### src/rtl/demux36_scan_ctrl.sv
// rtl/demux36_scan_ctrl.sv - 36-channel demux scan scheduler; define DEMUX36_SCAN_DIM_EN for duty dimming
module demux36_scan_ctrl #(
   parameter int unsigned DWELL = 4,
   parameter int unsigned BLANK = 1
) (
   input  logic        clk,
   input  logic        reset_n,
   input  logic        start,
   input  logic        stop,
   input  logic        cont,
   input  logic [35:0] mask,
`ifdef DEMUX36_SCAN_DIM_EN
   input  logic [7:0]  duty,
`endif
   output logic [5:0]  sel,
   output logic        data_en,
   output logic        busy,
   output logic        frame_done
);

   localparam logic [7:0] DWELL_LD   = 8'(DWELL);
   localparam logic [3:0] BLANK_LD   = 4'(BLANK);
   localparam bit         BLANK_ZERO = (BLANK == 0);

   typedef enum logic [1:0] {
      S_IDLE  = 2'd0,
      S_DRIVE = 2'd1,
      S_BLANK = 2'd2
   } state_t;

   state_t      state_q, state_n;
   logic [7:0]  dwell_q, dwell_n;
   logic [3:0]  blank_q, blank_n;
   logic [5:0]  sel_q, sel_n;
   logic [35:0] mask_q, mask_n;
   logic        frame_end;
   logic        advance;
   logic        data_en_n, busy_n, frame_done_n;
   logic [6:0]  nxt, first;

   // Lowest enabled channel at or above 'from'; result is {found, index}
   function automatic logic [6:0] find_from(input logic [35:0] m, input logic [6:0] from);
      logic [6:0] r;
      r = '0;
      for (int i = 35; i >= 0; i--) begin
         if (m[i] && (7'(i) >= from))
            r = {1'b1, 6'(i)};
      end
      return r;
   endfunction

   assign nxt   = find_from(mask_q, {1'b0, sel_q} + 7'd1);
   assign first = find_from(mask, 7'd0);

   // State register and per-channel datapath
   always_ff @(posedge clk or negedge reset_n) begin
      if (!reset_n) begin
         state_q <= S_IDLE;
         dwell_q <= '0;
         blank_q <= '0;
         sel_q   <= '0;
         mask_q  <= '0;
      end else begin
         state_q <= state_n;
         dwell_q <= dwell_n;
         blank_q <= blank_n;
         sel_q   <= sel_n;
         mask_q  <= mask_n;
      end
   end

   // Next state: dwell/blank countdown, channel stepping, frame end and abort
   always_comb begin
      state_n   = state_q;
      dwell_n   = dwell_q;
      blank_n   = blank_q;
      sel_n     = sel_q;
      mask_n    = mask_q;
      frame_end = 1'b0;
      advance   = 1'b0;
      if (stop) begin
         state_n = S_IDLE;
      end else begin
         case (state_q)
            S_IDLE: begin
               if (start) begin
                  mask_n = mask;
                  if (first[6]) begin
                     state_n = S_DRIVE;
                     sel_n   = first[5:0];
                     dwell_n = DWELL_LD;
                  end else begin
                     frame_end = 1'b1;
                  end
               end
            end
            S_DRIVE: begin
               if (dwell_q == 8'd1) begin
                  if (BLANK_ZERO) begin
                     advance = 1'b1;
                  end else begin
                     state_n = S_BLANK;
                     blank_n = BLANK_LD;
                  end
               end else begin
                  dwell_n = dwell_q - 8'd1;
               end
            end
            S_BLANK: begin
               if (blank_q == 4'd1)
                  advance = 1'b1;
               else
                  blank_n = blank_q - 4'd1;
            end
            default: state_n = S_IDLE;
         endcase
      end

      if (advance) begin
         if (nxt[6]) begin
            state_n = S_DRIVE;
            sel_n   = nxt[5:0];
            dwell_n = DWELL_LD;
         end else begin
            // Last channel done; continuous mode chains straight into the next frame
            frame_end = 1'b1;
            state_n   = S_IDLE;
            if (cont) begin
               mask_n = mask;
               if (first[6]) begin
                  state_n = S_DRIVE;
                  sel_n   = first[5:0];
                  dwell_n = DWELL_LD;
               end
            end
         end
      end
   end

   // Output values for the next cycle, derived from the next state
   always_comb begin
      busy_n       = (state_n != S_IDLE);
      frame_done_n = frame_end;
`ifdef DEMUX36_SCAN_DIM_EN
      data_en_n    = (state_n == S_DRIVE) &&
                     (({1'b0, DWELL_LD} - {1'b0, dwell_n}) < {1'b0, duty});
`else
      data_en_n    = (state_n == S_DRIVE);
`endif
   end

   // Registered outputs
   always_ff @(posedge clk or negedge reset_n) begin
      if (!reset_n) begin
         data_en    <= 1'b0;
         busy       <= 1'b0;
         frame_done <= 1'b0;
      end else begin
         data_en    <= data_en_n;
         busy       <= busy_n;
         frame_done <= frame_done_n;
      end
   end

   assign sel = sel_q;

endmodule

### config.mk
export PLATFORM = sky130hd
export DESIGN_NAME = demux36_scan_ctrl
export DESIGN_NICKNAME = d
export VERILOG_FILES = /design/src/rtl/demux36_scan_ctrl.sv
export SDC_FILE = /design/constraint.sdc
export NUM_CORES = 1
export LEC_CHECK = 0
export BUFFER_PORTS_ARGS = -buffer_cell sky130_fd_sc_hd__buf_2
export CAP_MARGIN = 20
export CORE_UTILIZATION = 39
export CTS_CLUSTER_SIZE = 8
export DETAILED_ROUTE_END_ITERATION = 16
export GPL_ROUTABILITY_DRIVEN = 0
export SLEW_MARGIN = 20
export SYNTH_ARGS = -nofsm -noshare
export SYNTH_HDL_FRONTEND = slang
export SYNTH_SLANG_ARGS = --single-unit
### constraint.sdc
create_clock -name clk -period 10.4 [get_ports clk]
set_input_delay 1.56 -clock clk [delete_from_list [all_inputs] [get_ports clk]]
set_output_delay 1.56 -clock clk [all_outputs]
set_load 0.02 [all_outputs]
==> flow_metrics.tcl <==
set metrics [dict create \
    status "finished, final reports clean" \
    yosys_register_bits 59 \
    grt_pass1_vias 4359 \
    cp.required_ns 10.61 \
    cp-start-kind "flip-flop" \
    synth_area_leaders "dfrtp_1 29%, mux2_4 8.3%, nor2_1 4.2%" \
    clkTransAtPathRegs_ns 0.05 \
    hold_slack_ns 0.497 \
    die_h_um 116 \
    routed_wl_mm 14.2 \
    dp_hpwl_mm 10.8 \
    rsz0062_at_grt "no" \
    cts_resized 0 \
    startpoint "sel[0]" \
    rows 41 \
    tns_ns 0 \
    arrival_ns 4.85 \
    yosys.area.top_type "dfrtp_1" \
    dp_cells 780 \
    dieArea_um2 13400 \
    area_growth_syn_to_layout_pct 12.6 \
    drc_errors 0 \
    yosys.area.top_type_share_pct 29.3 \
    p_leak_nw 2.46 \
    synth_seq_area_share_pct 29.3 \
    fin_cells 795 \
    synth.distinct_cells 83 \
    ctsHoldBuffers 0 \
    finalCritPeriodShare_pct 44.5 \
    finalClockSkew_ns 0.00602 \
    overflow 0 \
    fmax_mhz 216 \
    reg2reg_depth 11 \
    ff2ff_setup_slack_ns 5.77 \
    cts_setup_buffers 0 \
    synthesis.area_um2 5030 \
    grtUsageTotal_pct 22.6 \
    hold_violations 0 \
    syn_inst 579 \
    crit_fanout 36 \
    vias_per_cell 5.91 \
    numClockSinks 59 \
    setup_viol 0 \
    critPathKind "reg2reg" \
    r2r-end "mask_q[32]" \
    grt_pass1_wl_mm 23.2 \
    timing.rr.start "sel[0]" \
    drt_first_pass_iters 5 \
    finalNetCount 668 \
    yosysWarnings 0 \
    power_density_nw_per_um2 184 \
    hold_path.class "reg2reg" \
    synth_ff_type "dfrtp_1" \
    synth_area_per_cell_um2 8.70 \
    num-fill-cells 1294 \
    layout-drive-gt1-share_pct 20.4 \
    max_cap_violations 0 \
    vias 4701 \
    tritoncts "built" \
    worst_pin_slew_ns 0.799 \
    antenna_found_initial 0 \
    irDropWorstVdd_v 0.000134 \
    cts_max_level 3 \
    clock_latency_ns 0.34 \
    drt-initial-drc-count 466 \
    cts-root-buf "clkbuf_16" \
    wire_per_inst_um 17.9 \
    cts_buffer_depth 2 \
    async_flop_share_pct 100 \
    synth_edf_count 0 \
    num_antenna_cells 0 \
    endpoint_kind "flip-flop" \
    io_pins 50 \
    slew-limit-headroom_pct 46.8 \
    grt_max_degree 60 \
    portBuffers 49 \
    syn-num-nets 628 \
    core_um2 12600 \
    drtAntennaViolNets 0 \
    numCtsBuffers 9 \
    period_needed_ns 4.63 \
    drv_slew 0 \
    start_util_pct 39.9 \
    crit_end "mask_q[32]" \
    dieWidth_um 116 \
]
-- cell usage after synthesis, drive strengths merged, types with 4 or more instances --
library cell  number
a311oi             5
xnor2              4
a21oi             36
o211ai             6
inv               29
a31oi             12
nor3              10
a22o               6
a21o               5
nor4              16
nor2b             11
o211a              4
nand2b            11
nand4              9
and3               6
clkbuf             6
o221ai             5
o32ai              5
buf               17
dfrtp             59
nor3b              4
mux2i             10
o21a               4
mux2              35
a21boi             8
ha                 8
o31ai              9
and2               9
o21ai             24
o21bai             5
nand2             53
nand3             27
nor2              57
or3                8
-- worst min-delay path by stage --
stage | from | to | slack (ns) | cells past startpoint
5_1_grt | dwell_q[6] | dwell_q[6] | 0.52 | 1
4_1_cts | dwell_q[6] | dwell_q[6] | 0.50 | 1
3_5_place_dp | dwell_q[6] | dwell_q[6] | 0.49 | 1
3_3_place_gp | dwell_q[6] | dwell_q[6] | 0.48 | 1
2_1_floorplan | dwell_q[7] | dwell_q[7] | 0.45 | 1
6_report | dwell_q[6] | dwell_q[6] | 0.50 | 1
-- through the flow --
step / utilization (%) / power, mW / setup WS, ns / area, um2
floorplan: - / 0.630 / 6.79 / 5030
global placement: 42.6 / 0.728 / 5.96 / 5370
detailed placement: 42.6 / 0.736 / 5.84 / 5370
CTS: 44.9 / 1.04 / 5.83 / 5670
global route: 44.9 / 1.10 / 5.42 / 5670
finish: 44.9 / 1.04 / 5.77 / 5670
-- flip-flops by register name (all words and copies together) (netlist names) --
| signal | cells |
|---|---|
| dwell_q | 8 |
| blank_q | 4 |
| busy | 1 |
| frame_done | 1 |
| mask_q | 36 |
| state_q | 2 |
| data_en | 1 |
| sel | 6 |
-- layer usage --
layer	wire (um)	part of all wire (%)	GRT usage, %	vias up
met1	6780	48	32.2	2215
met5	0	0	0	-
li1	-	-	-	2269
met4	465	3.3	10.0	0
met2	6090	43	32.9	180
met3	897	6.3	4.76	37
-- worst max-delay path, cell delays in order, from the launching register on --
cell and delay (ns):
dfrtp_1 0.77, ha_1 0.78, xor2_2 0.51, nand2b_1 0.24, a21boi_0 0.43, nand3_1 0.20
o21ai_0 0.32, nand3_1 0.20, nor2_4 0.20, a31oi_4 0.09, buf_4 0.33, mux2_4 0.37
-- area by class of cell --
class | count | area, um2 | area share (%)
inverters | 29 | 109 | 1.92
flip-flops and latches | 59 | 1480 | 26.0
well taps | 172 | 215 | 3.80
clock buffers | 13 | 260 | 4.59
multi-input cells | 468 | 3310 | 58.3
clock inverters | 2 | 35.0 | 0.618
repair buffers | 52 | 268 | 4.72
-- cells in the final DEF (no fill, tap or decap), types with 4 or more instances in the layout --
master	count
o221ai_1	5
clkbuf_16	9
o31ai_1	7
o211ai_1	6
nor3_1	10
ha_1	8
o21a_1	4
or3_1	8
mux2_4	28
dfrtp_1	59
nor2_1	56
a21boi_1	4
and2_1	9
o21ai_0	23
nand2b_1	11
buf_2	49
a311oi_1	4
a31oi_1	11
nand2_1	53
xnor2_1	4
a21boi_0	4
and3_1	5
a21o_1	5
mux2i_1	10
o211a_1	4
nand4_1	8
nor4_1	13
a22o_1	6
a21oi_1	36
nor2b_1	11
mux2_2	7
o21bai_1	5
inv_1	28
nand3_1	26
-- cells by family after synthesis --
| group | share of synthesized area, % |
|---|---|
| DFF | 29.3 |
| adders and majority gates | 1.99 |
| AOI/OAI and AO/OA | 25.5 |
| xor gates and xnor gates | 1.37 |
| and+or+nand+nor | 24.9 |
| buffers and inverters | 5.02 |
| muxes | 11.9 |
-- where the power goes --
group,switching (mW),internal [mW]
combinational,0.222,0.174
clock,0.101,0.197
sequential,0.0631,0.283
total,0.386,0.654
No activity file was read; power rests on OpenSTA's default activity.
